### src/rtl/fifo_split_pkg.sv
// rtl/fifo_split_pkg.sv - mode encoding and unit-select helpers for the FIFO word splitter
package fifo_split_pkg;

  localparam logic MODE_BASE  = 1'b0;
  localparam logic MODE_FLASH = 1'b1;
  localparam int   MAX_DW     = 256;

  function automatic int unsigned calc_nb(input int unsigned dw, input int unsigned bw);
    return dw / bw;
  endfunction

  function automatic int unsigned calc_iw(input int unsigned nb);
    return (nb > 1) ? $clog2(nb) : 1;
  endfunction

  // Unit idx moved down to bit 0; the caller keeps only the low BW bits.
  function automatic logic [MAX_DW-1:0] slice(input logic [MAX_DW-1:0] word,
                                              input int unsigned idx,
                                              input int unsigned dw,
                                              input int unsigned bw,
                                              input bit msb_first);
    int unsigned sh;
    sh = msb_first ? (dw - bw * (idx + 1)) : (bw * idx);
    return word >> sh;
  endfunction

endpackage

### src/rtl/fprog_edge_sync.sv
// rtl/fprog_edge_sync.sv - 3-stage f_prog synchroniser with rise/fall detection
module fprog_edge_sync (
  input  logic clk,
  input  logic rst_n,
  input  logic f_prog_i,
  output logic mode_o,
  output logic rise_o,
  output logic fall_o
);

  logic [2:0] frnt_q;

  always_ff @(posedge clk or negedge rst_n) begin
    if (!rst_n) frnt_q <= '0;
    else        frnt_q <= {frnt_q[1:0], f_prog_i};
  end

  // frnt_q[0] is the metastability catcher; mode and edges come from the settled stages.
  assign mode_o = frnt_q[1];
  assign rise_o = (frnt_q[2:1] == 2'b01);
  assign fall_o = (frnt_q[2:1] == 2'b10);

endmodule

### src/rtl/fifo_word_splitter.sv
// rtl/fifo_word_splitter.sv - FWFT FIFO reader splitting words into flash units or passing whole base words
module fifo_word_splitter
  import fifo_split_pkg::*;
#(
  parameter  int DW           = 16,
  parameter  int BW           = 8,
  parameter  int MSB_FIRST    = 1,
  parameter  int DROP_PARTIAL = 1,
  parameter  int CW           = 16,
  localparam int NB           = calc_nb(DW, BW),
  localparam int IW           = calc_iw(NB)
) (
  input  logic          clk,
  input  logic          rst_n,
  input  logic          f_prog,
  input  logic [DW-1:0] d_fifo,
  input  logic          fifo_empty,
  output logic          rd_fifo,
  input  logic          rd_flash,
  output logic [BW-1:0] o_flash,
  output logic          o_flash_vld,
  input  logic          rd_base,
  output logic [DW-1:0] o_base,
  output logic          o_base_vld,
  output logic [IW-1:0] byte_idx,
  output logic [CW-1:0] word_cnt,
  output logic          underrun,
  input  logic          clr_err
);

  logic mode, rise, fall, mode_edge;
  logic ready, flash_req, base_req, err_set, last_unit;
  logic [BW-1:0] unit;

  logic [IW-1:0] idx_q, idx_d;
  logic          rd_fifo_q, rd_fifo_d;
  logic [BW-1:0] o_flash_q, o_flash_d;
  logic          o_flash_vld_q, o_flash_vld_d;
  logic [DW-1:0] o_base_q, o_base_d;
  logic          o_base_vld_q, o_base_vld_d;
  logic [CW-1:0] word_cnt_q, word_cnt_d;
  logic          underrun_q, underrun_d;

  fprog_edge_sync u_sync (
    .clk      (clk),
    .rst_n    (rst_n),
    .f_prog_i (f_prog),
    .mode_o   (mode),
    .rise_o   (rise),
    .fall_o   (fall)
  );

  // While rd_fifo_q is high the FIFO head still shows the word being popped.
  assign mode_edge = rise | fall;
  assign ready     = !fifo_empty && !rd_fifo_q;
  assign flash_req = !mode_edge && (mode == MODE_FLASH) && rd_flash;
  assign base_req  = !mode_edge && (mode == MODE_BASE) && rd_base;
  assign err_set   = (flash_req || base_req) && fifo_empty;
  assign last_unit = (idx_q == IW'(NB - 1));
  assign unit      = BW'(slice(MAX_DW'(d_fifo), 32'(idx_q), DW, BW, MSB_FIRST != 0));

  always_comb begin
    idx_d         = idx_q;
    rd_fifo_d     = 1'b0;
    o_flash_d     = o_flash_q;
    o_flash_vld_d = 1'b0;
    o_base_d      = o_base_q;
    o_base_vld_d  = 1'b0;
    word_cnt_d    = word_cnt_q;
    underrun_d    = err_set ? 1'b1 : (clr_err ? 1'b0 : underrun_q);
    if (mode_edge) begin
      idx_d     = '0;
      rd_fifo_d = (DROP_PARTIAL != 0) && (idx_q != '0) && !fifo_empty;
      if (rise) word_cnt_d = '0;
    end else if (flash_req && ready) begin
      o_flash_d     = unit;
      o_flash_vld_d = 1'b1;
      if (last_unit) begin
        idx_d      = '0;
        rd_fifo_d  = 1'b1;
        word_cnt_d = word_cnt_q + 1'b1;
      end else begin
        idx_d = idx_q + 1'b1;
      end
    end else if (base_req && ready) begin
      o_base_d     = d_fifo;
      o_base_vld_d = 1'b1;
      rd_fifo_d    = 1'b1;
    end
  end

  always_ff @(posedge clk or negedge rst_n) begin
    if (!rst_n) begin
      idx_q         <= '0;
      rd_fifo_q     <= 1'b0;
      o_flash_q     <= '0;
      o_flash_vld_q <= 1'b0;
      o_base_q      <= '0;
      o_base_vld_q  <= 1'b0;
      word_cnt_q    <= '0;
      underrun_q    <= 1'b0;
    end else begin
      idx_q         <= idx_d;
      rd_fifo_q     <= rd_fifo_d;
      o_flash_q     <= o_flash_d;
      o_flash_vld_q <= o_flash_vld_d;
      o_base_q      <= o_base_d;
      o_base_vld_q  <= o_base_vld_d;
      word_cnt_q    <= word_cnt_d;
      underrun_q    <= underrun_d;
    end
  end

  assign rd_fifo     = rd_fifo_q;
  assign o_flash     = o_flash_q;
  assign o_flash_vld = o_flash_vld_q;
  assign o_base      = o_base_q;
  assign o_base_vld  = o_base_vld_q;
  assign byte_idx    = idx_q;
  assign word_cnt    = word_cnt_q;
  assign underrun    = underrun_q;

endmodule
### config.mk
export PLATFORM = sky130hd
export DESIGN_NAME = fifo_word_splitter
export DESIGN_NICKNAME = d
export VERILOG_FILES = /design/src/rtl/fifo_split_pkg.sv /design/src/rtl/fprog_edge_sync.sv /design/src/rtl/fifo_word_splitter.sv
export SDC_FILE = /design/constraint.sdc
export NUM_CORES = 1
export LEC_CHECK = 0
export ABC_AREA = 1
export CORE_ASPECT_RATIO = 1.25
export CORE_UTILIZATION = 47
export DETAILED_ROUTE_END_ITERATION = 8
export PLACE_DENSITY = 0.92
export SKIP_CTS_REPAIR_TIMING = 1
export SLEW_MARGIN = 20
export SYNTH_ARGS = -nofsm -noshare
export SYNTH_HDL_FRONTEND = slang
export SYNTH_SLANG_ARGS = --single-unit
### constraint.sdc
create_clock -name clk -period 2.16 [get_ports clk]
set_input_delay 0.216 -clock clk [delete_from_list [all_inputs] [get_ports clk]]
set_output_delay 0.216 -clock clk [all_outputs]
set_load 0.02 [all_outputs]
# --- Yosys cells after proc, flatten, opt, wreduce, memory -nomap -nowiden ---
# Cells that the tools add are included.
totals:
  register_bits: 48
  in_bits: 23
classes:
  n_addsub: 4
  n_eq_ne: 3
  shift: 1
  n_mux: 17
  bitwise: 4
  n_reduce_logical: 19
op_table:
  columns: ["operator", "n"]
  rows:
  - ["16-bit 2-to-1 mux", 4]
  - ["16-bit by 32-bit >> shifter with 8-bit output", 1]
  - ["16-bit by 1-bit adder with 16-bit output (second input constant)", 1]
  - ["1-bit 2-to-1 mux", 13]
  - ["1-bit logical AND", 9]
  - ["3-bit AND reduction", 2]
  - ["2-bit nonzero test", 3]
  - ["5-bit by 5-bit subtractor with 6-bit output (first input constant)", 1]
  - ["1-bit logical NOT", 3]
  - ["1-bit inverter", 3]
  - ["1-bit by 1-bit adder with 2-bit output (second input constant)", 1]
  - ["2-bit by 1-bit == test with 1-bit output (second input constant)", 1]
  - ["2-bit == test (second input constant)", 1]
  - ["2-bit != test (second input constant)", 1]
  - ["2-bit AND reduction", 1]
  - ["1-bit adder (second input constant)", 1]
  - ["1-bit logical OR", 1]
  - ["1-bit bitwise OR", 1]

# --- Logic depth before layout (Yosys ltp) ---
# Gate-level depths: netlist of the first run.
logic_depth:
  word_depth: 9
  mapped_depth: 10

# --- Modules after synthesis ---
# Synthesis of the first run repeated with hierarchy kept, for this count alone.
unflattened:
  cells_unflattened: 287
  hier_area_um2: 2327.2
modules_own_cells:
  columns: ["mod", "instances", "cells_per_inst", "area_each_um2"]
  rows:
  - ["fifo_word_splitter", 1, 280, 2237.1]
  - ["fprog_edge_sync", 1, 7, 90.1]

# --- Worst setup path after synthesis of the first run ---
# No wires, ideal clock.
synth_path:
  path_type: "register to register"
  start: "register u_sync.frnt_q[1]"
  end: "register o_base_q[10] (netlist: o_base[10])"
  t_arrival_ps: 1568
  setup_slack_ps: 476
  stages_incl_launch_ff: 10
  path_cell_list: "dfrtp_1 inv_1 ha_1 inv_1 nand2_2 inv_1 nand3_2 buf_4 nand2_1 nand2_1"
synth_between:
  elab_chain_cells: 8
  elab_cells_between_ends: 14
  classes_between: "2 x eq/ne; 4 x bitwise; 8 x reduce/logical"
synth_lines:
  columns: ["element", "line_no", "text"]
  rows:
  - ["start, declared", "fprog_edge_sync.sv:11", "logic [2:0] frnt_q;"]
  - ["start signal, assigned", "fprog_edge_sync.sv:15", "else frnt_q <= {frnt_q[1:0], f_prog_i};"]
  - ["2-bit by 1-bit == test with 1-bit output / 2-bit == test (equally long branches)", "fprog_edge_sync.sv:20, fprog_edge_sync.sv:21", null]
  - ["1-bit bitwise OR", "fifo_word_splitter.sv:54", "assign mode_edge = rise | fall;"]
  - ["1-bit logical NOT", "fifo_word_splitter.sv:56, fifo_word_splitter.sv:57", null]
  - ["1-bit logical AND (2 in series)", "fifo_word_splitter.sv:56", "assign flash_req = !mode_edge && (mode == MODE_FLASH) && rd_flash;"]
  - ["1-bit logical AND", "fifo_word_splitter.sv:75", "end else if (flash_req && ready) begin"]
  - ["1-bit inverter (no line)", null, null]
  - ["3-bit AND reduction (no line) *", null, null]
  - ["end signal, assigned", "fifo_word_splitter.sv:107", "o_base_q <= o_base_d;"]
  - ["end, declared", "fifo_word_splitter.sv:39", "logic [DW-1:0] o_base_q, o_base_d;"]
# Mark *: on every way between the ends. The rest lies on a longest branch, timed or not.
# A chain may end at the register's enable or synchronous reset.

# --- Worst setup path after layout of the first run ---
layout_path:
  start: "register u_sync.frnt_q[1]"
  end: "register o_base_q[4] (netlist: o_base[4])"
# Same word-level chain as after synthesis.

==> results of run 1 <==
final timing paths:
check | slack, ps | to | start
max reg2reg | 270 | o_base[4] | u_sync.frnt_q[1]
min | 0.2 | word_cnt[3] | rst_n
min reg2reg | 360 | u_sync.frnt_q[1] | u_sync.frnt_q[0]
max in group asynchronous | 1740 | o_base[1] | rst_n
max | 270 | o_base[4] | u_sync.frnt_q[1]
min in group clk | 340 | u_sync.frnt_q[0] | f_prog
stage by stage:
stage / instance area, um^2 / total power, mW / std cells
floorplan: 2280 / 1.58 / 271
finish: 3120 / 2.56 / 405
global placement: 3020 / 1.99 / 397
global route: 3120 / 2.69 / 405
CTS: 3120 / 2.59 / 405
detailed placement: 3020 / 2.01 / 397
worst max-delay path: cells and delay by family, from the launching register on:
kind | cells | cell delay (ps)
AO/OA/AOI/OAI | 1 | 60
adder cells (fa/ha/maj) | 1 | 370
buffers and inverters | 4 | 550
flip-flops | 1 | 390
AND/OR/NAND/NOR | 3 | 420
layout make-up:
cell class                 instances  area [um^2]  share of cell area [%]
sequential                        48         1200                    38.6
timing repair buffer              73          723                    23.2
multi-input combinational        189          917                    29.4
tap                               60         75.1                    2.41
clock buffer                       6         82.6                    2.65
inverter                          27          101                    3.25
clock inverter                     2         15.0                   0.482
cell usage after synthesis, drive strengths merged:
| cell | instances |
|---|---|
| nand2 | 94 |
| dfrtp | 48 |
| nor2 | 28 |
| inv | 27 |
| o21ai | 22 |
| nand3 | 15 |
| a21oi | 12 |
| o21a | 8 |
| buf | 6 |
| ha | 4 |
| xnor2 | 3 |
| clkbuf | 1 |
| nand4 | 1 |
| o21bai | 1 |
| o31ai | 1 |
kinds of logic after synthesis:
kind of cell,count (synthesis),share of synthesized area [%]
AO/OA/AOI/OAI,44,12.6
adder cells (fa/ha/maj),4,2.19
XOR/XNOR,3,1.15
AND/OR/NAND/NOR,138,24.3
buffers and inverters,34,7.13
flip-flops,48,52.7
registers in the layout, indices dropped and copies added, names as in the netlist:
name and cells:
byte_idx 1, o_base 16, o_base_vld 1, o_flash 8
o_flash_vld 1, rd_fifo 1, u_sync.frnt_q 3, underrun 1
word_cnt 16
metal layers:
layer / routed length [um] / part of all wire, % / GRT usage, %
met5: 0 / 0 / 0
met4: 133 / 2.5 / 10.7
met3: 354 / 6.8 / 7.71
met2: 2680 / 51 / 38.9
met1: 2080 / 40 / 23.5
power groups by stage:
| stage | sequential, mW | clock [mW] | combinational (mW) |
|---|---|---|---|
| 6_report | 1.15 | 0.562 | 0.853 |
| 5_1_grt | 1.16 | 0.613 | 0.911 |
| 3_3_place_gp | 1.16 | 0 | 0.837 |
| 2_1_floorplan | 1.33 | 0 | 0.255 |
| 3_5_place_dp | 1.16 | 0 | 0.854 |
| 4_1_cts | 1.15 | 0.578 | 0.862 |
==> metrics.yaml, run 1 <==
status: "finished clean"
grt_max_degree: 49
grt_pass1_vias: 2054
slew_violations: 0
timing.final.crit_share_pct: 87.6
seqPwrFrac_pct: 44.7
coreArea_um2: 4690
p_per_area_nw_per_um2: 822
pwr-share-clk_pct: 21.9
cp-start-kind: "flip-flop"
rsz0062_at_grt: "no"
cts_buffers: 5
final_common_cell: "nand2_1"
nNetsFinal: 371
final_antenna_net_count: 0
drive_gt1_share_pct: 8.70
syn-instance-count: 271
end_kind: "flip-flop"
path_clk_slew_ps: 90
tritoncts: "yes"
syn2layout_area_growth_pct: 36.6
cts_buffer_depth: 2
ios: 68
die_y_um: 79.9
antenna_cells: 0
utilization_pct: 66.4
yosysTopAreaCell: "dfrtp_1"
tightest_slew_ps: 608
cts_root_buf: "clkbuf_8"
hold_viol_final: 0
clock_latency_ps: 300
via_per_inst: 5.08
setup_violations: 0
htree_levels: 2
comb_power_share_pct: 33.3
cp.arrival_ps: 2100
dp_hpwl_um: 3870
ff2ff_path_depth: 9
ir_worst_vdd_mv: 0.677
initial_utilization_pct: 48.6
hold_class: "in -> async"
clkSinkCount: 48
relSlewSlack_pct: 59.5
antenna_found_initial: 0
fmax_mhz: 529
design.die.area_um2: 5140
routed_wl_um: 5240
critPathMaxFanout: 17
maxCapViolations: 0
crit_chain: "inv_1, ha_1, inv_1, nand2_2, inv_1, nand3_2, buf_12, nand2_1, o21ai_2"
avgSynthCellArea_um2: 8.42
crit_top_cell: "inv_1"
synth-seq-cells: 48
yosys-top-cells-area: "dfrtp_1 53%, nand2_1 15%, nor2_1 4.4%"
vias: 2056
p_leak_nw: 1.46
synth_nets: 298
io_buffers: 67
p_int_mw: 1.71
grt_first_pass_wirelength_um: 8750
critical_path.slowest_cell: "dfrtp_1"
drc: 0
final_cell_mix: "91 x nand2_1, 66 x clkdlybuf4s50_1, 48 x dfrtp_1"
drt-initial-drc-count: 123
grtUsageTotal_pct: 22.2
path_class: "reg -> reg"
whs_ps: 0.236
die_w_um: 64.3
fillCellCount: 407
synth_top_area_share_pct: 52.7
ys_seq_area_share_pct: 52.7
cp.required_ps: 2360
switching_share_pct: 33.1
cpPeakStageDelay_ps: 390
finClkSkew_ps: 11.8
tns_ps: 0
period_needed_ps: 1890
drtPass1Iterations: 4
wire_per_inst_um: 12.9
yosysWarningCount: 0
synth_area_um2: 2280
preCtsSetupSlack_ps: 235
gp_congestion: 0.828
synth_cell_types: 23
num_rows: 28
overflow: 0
fin_ws_ps: 269
power.switching_uw: 848
No activity file was read; power rests on OpenSTA's default activity.
==> run 2, diff against run 1 <==
Settings changed: CTS_CLUSTER_DIAMETER set to 50.
==> results of run 2 <==
The final DEF is identical to that of run 1; final timing and power are the same.
==> run 3, diff against run 2 <==
--- a/config.mk
+++ b/config.mk
@@ -8,8 +8,10 @@
 export ABC_AREA = 1
 export CORE_ASPECT_RATIO = 1.25
-export CORE_UTILIZATION = 47
+export CORE_UTILIZATION = 50
 export CTS_CLUSTER_DIAMETER = 50
 export DETAILED_ROUTE_END_ITERATION = 8
-export PLACE_DENSITY = 0.92
+export DONT_BUFFER_PORTS = 1
+export PLACE_DENSITY = 0.77
+export REMOVE_ABC_BUFFERS = 1
 export SKIP_CTS_REPAIR_TIMING = 1
 export SLEW_MARGIN = 20
==> constraint.sdc (replaced) <==
create_clock -name clk -period 2.16 [get_ports clk]
set_input_delay 0.216 -clock clk [delete_from_list [all_inputs] [get_ports clk]]
set_output_delay 0.216 -clock clk [all_outputs]
set_load 0.1 [all_outputs]
==> metrics.yaml, run 3 (synthesis results as in run 1) <==
seq_area_um2: 1200  # unchanged
tightest_slew_ps: 435  # -172 ps
slew_violations: 0  # unchanged
gp_congestion: 0.807  # -2.6%
p_per_area_nw_per_um2: 1230  # +50%
clock_latency_ps: 300  # about the same
drtPass1Iterations: 4  # unchanged
htree_levels: 2  # unchanged
cts_buffers: 5  # unchanged
num_rows: 27  # -3.6%
whs_ps: 15.5  # +15.3 ps
ios: 68  # unchanged
p_int_mw: 1.74  # +1.4%
final_antenna_net_count: 0  # unchanged
coreArea_um2: 4390  # -6.4%
comb_power_share_pct: 49.3  # +16 points
grtUsageTotal_pct: 21.0  # -1.2 points
wire_per_inst_um: 12.4  # -4.1%
path_clk_slew_ps: 90  # about the same
nNetsFinal: 349  # -5.9%
clkSinkCount: 48  # unchanged
io_buffers: 0  # -100%
cp.arrival_ps: 2200  # +100 ps
final_common_cell: "nand2_1"
relSlewSlack_pct: 71.0  # +11 points
cts_buffer_depth: 2  # unchanged
crit_top_cell: "inv_1"
preCtsSetupSlack_ps: 161  # -74.4 ps
die_w_um: 62.4  # -3.0%
path_class: "reg -> reg"
grt_first_pass_wirelength_um: 8000  # -8.5%
end_kind: "flip-flop"
antenna_cells: 0  # unchanged
finClkSkew_ps: 14.4  # +2.63 ps
post-place-cells: 370  # -6.8%
initial_utilization_pct: 51.9  # +3.3 points
critPathMaxFanout: 26  # +9
cts_root_buf: "clkbuf_8"
overflow: 0  # unchanged
crit_start: "u_sync.frnt_q[1]"
tritoncts: "yes"
die_y_um: 77.5  # -3.0%
period_needed_ps: 2000  # +104 ps
fmax_mhz: 501  # -5.2%
status: "finished clean"
setup_violations: 0  # unchanged
dp_hpwl_um: 3390  # -12%
syn2layout_area_growth_pct: 23.7
worstHoldStart: "clr_err"
routed_wl_um: 4730  # -9.8%
timing.final.crit_share_pct: 92.4  # +4.8 points
hold_class: "in -> reg"
r2r-start: "u_sync.frnt_q[1]"
final_cell_mix: "91 x nand2_1, 48 x dfrtp_1, 48 x buf_4"
fin_ws_ps: 165  # -104 ps
ir_worst_vdd_mv: 0.919  # +36%
drt-initial-drc-count: 129  # +4.9%
vias: 1901  # -7.5%
seqPwrFrac_pct: 31.3  # -13 points
grt_pass1_vias: 1945  # -5.3%
crit_chain: "inv_1, ha_1, inv_1, nand2_2, inv_1, nand3_2, buf_4, inv_2, nand2_1, nand2_1"
cp.required_ps: 2360  # about the same
rsz0062_at_grt: "no"
grt_max_degree: 49  # unchanged
p_leak_nw: 1.46  # +0.13%
antenna_found_initial: 0  # unchanged
fin_cells: 381  # -5.9%
pwr-share-clk_pct: 19.4  # -2.5 points
multi_input_area_um2: 917  # unchanged
via_per_inst: 4.99  # -1.7%
drc: 0  # unchanged
cpPeakStageDelay_ps: 390  # about the same
maxCapViolations: 0  # unchanged
hold_viol_final: 0  # unchanged
fillCellCount: 358  # -12%
drive_gt1_share_pct: 22.3  # +14 points
switching_share_pct: 50.0  # +17 points
design.die.area_um2: 4840  # -5.8%
critical_path.slowest_cell: "ha_1"
power.switching_mw: 1.74  # +110%
cp-start-kind: "flip-flop"
run 3: cell type report:
type	instances	share of cell area [%]
sequential	48	42.6
multi-input combinational	189	32.5
timing repair buffer	51	14.5
inverter	27	3.59
clock buffer	6	2.93
tap	58	2.57
clock inverter	2	1.37
run 3: per-layer routing:
metal	routed length (um)	global-route usage, %	part of all wire [%]
met3	271	5.44	5.7
met4	133	10.5	2.8
met5	0	0	0
met1	1880	21.5	40
met2	2450	38.9	52
run 3: path summary, 6_finish.rpt:
kind / cells after the start / slack (ps) / endpoint
max in group asynchronous: 2 / 1520 / o_flash_vld
worst min-delay path: 1 / 20 / underrun
worst max-delay path: 10 / 160 / o_base[15]
min in group asynchronous: 2 / 430 / word_cnt[12]
worst max register to register: 10 / 160 / o_base[15]
worst min register to register: 0 / 350 / u_sync.frnt_q[1]
run 3: power by group through the flow:
stage	combinational, mW	sequential (mW)	clock [mW]
5_1_grt	1.77	1.10	0.727
4_1_cts	1.69	1.09	0.691
3_3_place_gp	1.67	1.10	0
2_1_floorplan	0.226	2.24	0
6_report	1.71	1.09	0.675
3_5_place_dp	1.69	1.11	0
run 3: through the flow:
step	total power [mW]	utilization (%)	TNS (ps)	area (um^2)
final	3.48	64.2	0	2820
after global routing	3.60	64.2	0	2820
after CTS	3.47	63.2	0	2770
after detailed placement	2.79	60.4	0	2650
after global placement	2.77	60.4	0	2650
after floorplan	2.46	-	-1280	2220
run 3: critical path: cells and delay by family (launching register included):
kind / cells / cell delay [ps]
buffers and inverters: 5 / 790
adders and majority gates: 1 / 390
DFF: 1 / 370
and+or+nand+nor: 4 / 340
